--- config.mk ---
export PLATFORM = sky130hd
export DESIGN_NAME = gray_counter
export DESIGN_NICKNAME = d
export VERILOG_FILES = /design/src/rtl/gray_counter.sv
export SDC_FILE = /design/constraint.sdc
export NUM_CORES = 1
export LEC_CHECK = 0
export BUFFER_PORTS_ARGS = -buffer_cell sky130_fd_sc_hd__buf_2
export CAP_MARGIN = 10
export CORE_AREA = 8 8 45 47
export CTS_CLUSTER_DIAMETER = 200
export DETAILED_ROUTE_END_ITERATION = 16
export DIE_AREA = 0 0 53 55
export PLACE_DENSITY_LB_ADDON = 0.2
export SYNTH_ARGS = -nofsm -noshare
export SYNTH_HDL_FRONTEND = slang
export SYNTH_SLANG_ARGS = --single-unit
--- constraint.sdc ---
create_clock -name clk -period 3.3 [get_ports clk]
set_input_delay 0.33 -clock clk [delete_from_list [all_inputs] [get_ports clk]]
set_output_delay 0.33 -clock clk [all_outputs]
set_load 0.1 [all_outputs]
--- src/rtl/gray_counter.sv ---
// Parametrised up/down counter with registered binary and Gray outputs.
// Supports parallel load, enable, wrap or saturate at the limits and a terminal-count pulse.
module gray_counter #(
  parameter int unsigned WIDTH = 3,
  parameter bit          WRAP  = 1'b1
) (
  input  logic             clk,
  input  logic             rst,
  input  logic             en,
  input  logic             up,
  input  logic             load,
  input  logic [WIDTH-1:0] load_val,
  output logic [WIDTH-1:0] bin_q,
  output logic [WIDTH-1:0] gray_q,
  output logic             tc_pulse
);

  localparam logic [WIDTH-1:0] Max = '1;
  localparam logic [WIDTH-1:0] One = WIDTH'(1);

  logic [WIDTH-1:0] bin_d;
  logic [WIDTH-1:0] gray_d;
  logic             tc_d;

  always_comb begin
    bin_d = bin_q;
    tc_d  = 1'b0;
    if (load) begin
      bin_d = load_val;
    end else if (en) begin
      if (up) begin
        if (bin_q == Max) begin
          tc_d  = 1'b1;
          bin_d = WRAP ? '0 : Max;
        end else begin
          bin_d = bin_q + One;
        end
      end else begin
        if (bin_q == '0) begin
          tc_d  = 1'b1;
          bin_d = WRAP ? Max : '0;
        end else begin
          bin_d = bin_q - One;
        end
      end
    end
  end

  // Gray is derived from the next binary value so both registers always agree.
  assign gray_d = bin_d ^ (bin_d >> 1);

  always_ff @(posedge clk) begin
    if (rst) begin
      bin_q    <= '0;
      gray_q   <= '0;
      tc_pulse <= 1'b0;
    end else begin
      bin_q    <= bin_d;
      gray_q   <= gray_d;
      tc_pulse <= tc_d;
    end
  end

endmodule

==> impl_results.rst <==
.. list-table::
   :header-rows: 1

   * - Metric
     - Value
   * - Clk_lat worst skew
     - 250 ps
   * - Final count of pins violating max slew
     - 0
   * - Final Total Pwr
     - 250 uW
   * - Number of CTS-inserted buffers
     - 3
   * - Hold-fix buffers, CTS
     - 0
   * - Top cell by count, worst path
     - sky130_fd_sc_hd__ha_1
   * - Highest-delay cell along the critical path
     - sky130_fd_sc_hd__a221o_1
   * - Fin cells
     - 75
   * - Std-Cell Rows
     - 14
   * - Total number of clock tree sinks
     - 6
   * - Syn avg cell area
     - 9.43 um2
   * - Clock skew
     - 4.74 ps
   * - Critical Path, Cell by Cell
     - ha_1 -> ha_1 -> nand2b_1 -> a221o_1 -> a21oi_2 -> mux2_4
   * - Cell depth of the worst min-delay path
     - 2
   * - Crit path DAT
     - 1990 ps
   * - Fin Setup TNS
     - 0 ps
   * - Relative contribution of the clock network to total power
     - 27.0%
   * - Int Power
     - 146 uW
   * - CTS clk-pin slew, worst paths
     - 50 ps
   * - Syn Std Cell Area
     - 405 um2
   * - Number of buffers and inverters on the critical path
     - 0
   * - Highest layer used for signal routing
     - met4
   * - Post-CTS setup repair buffer count
     - 0
   * - Total core area
     - 1380 um2
   * - Clock root buffer master
     - sky130_fd_sc_hd__clkbuf_4
   * - Count of placed standard cells including taps
     - 72
   * - Met2 Routed Length
     - 339 um
   * - Number of cells on the critical path
     - 6
   * - Number of antenna violations at the first check in global routing
     - 0
   * - Relative contribution of sequential cells to total power
     - 33.4%
   * - Post-DP HPWL
     - 755 um
   * - Fraction of power consumed by combinational cells
     - 39.6%
   * - Final period utilization
     - 56.4%
   * - Top-area cell type share of the netlist area
     - 29.6%
   * - Classification of the worst-slack hold path
     - input port to register
   * - Type of element launching the critical path
     - register
   * - Die span in y
     - 55 um
   * - Post-route met1 wirelength
     - 412 um
   * - Met3 WL
     - 117 um
   * - Routability congestion estimate from global placement
     - 0.797
   * - R2R cell count
     - 6
   * - Via count
     - 354
   * - Top cells by area in the synthesized netlist
     - sky130_fd_sc_hd__dfxtp_1 (30%), sky130_fd_sc_hd__ha_1 (12%), sky130_fd_sc_hd__inv_1 (4.6%), sky130_fd_sc_hd__nor2b_1 (4.6%), sky130_fd_sc_hd__a21oi_2 (4.3%)
   * - Starting utilization of the core area
     - 29.3%
   * - Number of iterations in the first detailed-routing pass
     - 3
   * - Largest stage delay on the critical path
     - 350 ps
   * - Post-synthesis cell type with the largest combined area
     - sky130_fd_sc_hd__dfxtp_1
   * - Distinct cells, synth
     - 26
   * - Setup crit end kind
     - register
   * - Setup violators final
     - 0
   * - Net Count, Synth
     - 55
   * - Unrepaired setup endpoints after global routing
     - false
   * - Time the worst path needs with I/O delays and setup
     - 1860 ps
   * - Critical path fanouts, max
     - 4
   * - Number of routed nets with antenna violations
     - 0
   * - Post-layout nets
     - 73
   * - Antenna cell count
     - 0
   * - Number of hold violations in the final report
     - 0
   * - Total power density per cell area
     - 491 nW/um2
   * - Post-Syn Instances
     - 43
   * - Share of post-route cells with drive strength above 1
     - 39.0%
   * - Proportion of synthesized chip area in sequential cells
     - 29.6%
   * - Lkg Pwr
     - 0.264 nW
   * - Pin count of the biggest net entering global routing
     - 9
   * - Depth of the CTS H-tree
     - 1
   * - Max Root-Sink Buffers
     - 2
   * - Horizontal die dimension
     - 53 um
   * - Critical path required time
     - 3430 ps
   * - Detailed-route wire length per cell
     - 11.9 um
   * - Initial DRC Count
     - 2
   * - I/O pin count
     - 15
   * - Port Buf Inserts
     - 14
   * - Maximum capacitance violations
     - 0
   * - Outcome
     - completed
   * - Least-Margin Pin Slew
     - 513 ps
   * - Total of flip-flops plus latches after synthesis
     - 6
   * - Area of the die
     - 2920 um2
   * - Total wirelength of the detailed-routed design
     - 893 um
   * - Cell class contributing the biggest share of worst-path delay
     - compound AO/OA/AOI/OAI gates
   * - Aggregate global routing overflow
     - 0
   * - Via density
     - 4.72
   * - Wire length of the first global-routing pass
     - 1.46 mm
   * - Number of resized instances in the post-cts repair step
     - 0
   * - Overall Global Routing Usage
     - 6.99%
   * - Sw Share
     - 41.7%
   * - Synth warnings
     - 0
   * - Slew Limit Headroom
     - 65.7%
   * - Vias in the first global route
     - 344
   * - Reg-to-reg setup timing slack
     - 1440 ps
   * - Peak VDD IR
     - 0.103 mV
   * - Clock tree from TritonCTS
     - built
   * - Category of the critical setup timing path
     - register to register
   * - Total DRC errors in the routed layout
     - 0
   * - Relative area change from synthesis to final layout
     - 25.9%
   * - Switching power
     - 104 uW
   * - Fmax
     - 0.538 GHz
-- final cells by class --
type                            instances  area [um2]
Clock buffer                            3        22.5
Sequential cell                         6         120
Timing Repair Buffer                   14        70.1
Tap cell                               16        20.0
Multi-Input combinational cell         31         259
Fill cell                             144         873
Inverter                                5        18.8
-- layout by cell type, fill, tap and decap left out, drive strengths merged --
master and instances:
ha 4, o31ai 1, inv 5, nor2 1
a221o 1, nor2b 3, and3b 1, mux2i 1
o21ba 1, or3 1, a21oi 3, nand2 2
o21bai 1, or3b 1, nor4 1, nor3 1
nand2b 3, clkbuf 3, a22o 1, a21o 1
dfxtp 6, mux2 1, a211oi 1, a2111oi 1
buf 14
-- synth_stat cells, drive strengths merged --
cell / n
o21bai: 1
ha: 4
a211oi: 1
nand2b: 3
mux2i: 1
a21oi: 3
nor4: 1
nand2: 2
or3b: 1
a21o: 1
a2111oi: 1
inv: 5
nor2: 1
buf: 1
a221o: 1
mux2: 1
o21ba: 1
nor3: 1
and3b: 1
dfxtp: 6
nor2b: 3
a22o: 1
or3: 1
o31ai: 1
-- registers in the layout, indices dropped and copies added, names as in the netlist --
name,count
tc_pulse,1
gray_q,2
bin_q,3
-- stage by stage --
| stage | util [%] | cell area (um2) | hold WS [ps] | setup slack, ps |
|---|---|---|---|---|
| 3_3_place_gp | 35.3 | 488 | 571 | 1460 |
| 6_report | 36.9 | 510 | 312 | 1440 |
| 2_1_floorplan | - | 405 | 402 | 778 |
| 5_1_grt | 36.9 | 510 | 324 | 1340 |
| 4_1_cts | 36.9 | 510 | 317 | 1430 |
| 3_5_place_dp | 35.3 | 488 | 575 | 1440 |
-- power by group through the flow --
stage	clock network, mW	logic (mW)	registers (mW)
after detailed placement	0	0.0999	0.0852
after floorplan	0	0.0379	0.128
final	0.0675	0.0992	0.0837
after global routing	0.0747	0.105	0.0851
after CTS	0.0688	0.100	0.0839
after global placement	0	0.100	0.0851
-- final timing paths --
check                              start         to
worst min-delay path                 rst   bin_q[1]
worst max register to register  bin_q[0]  gray_q[0]
worst min register to register  bin_q[2]   tc_pulse
worst max-delay path            bin_q[0]  gray_q[0]
-- worst reg2reg max path: cells and delay by family (launching register included) --
kind / cells / cell delay, ps
and+or+nand+nor: 1 / 140
muxes: 1 / 310
AOI/OAI and AO/OA: 2 / 550
adders and majority gates: 2 / 410
DFF: 1 / 330
-- routing by layer --
metal,vias up,global-route usage [%]
li1,187,-
met1,148,7.60
met2,16,10.4
met3,3,2.67
met4,0,6.47
met5,-,0
-- logic make-up (layout without fill, tap and decap cells) --
kind of cell	after synthesis	in the layout	share of synthesized area [%]
fa+ha+maj	4	4	12.3
buf+inv	6	22	6.48
mux	2	2	6.17
flops	6	6	29.6
simple gates	14	14	22.5
compound gates	11	11	22.8
Note: power is estimated with default switching activity, not from simulation.
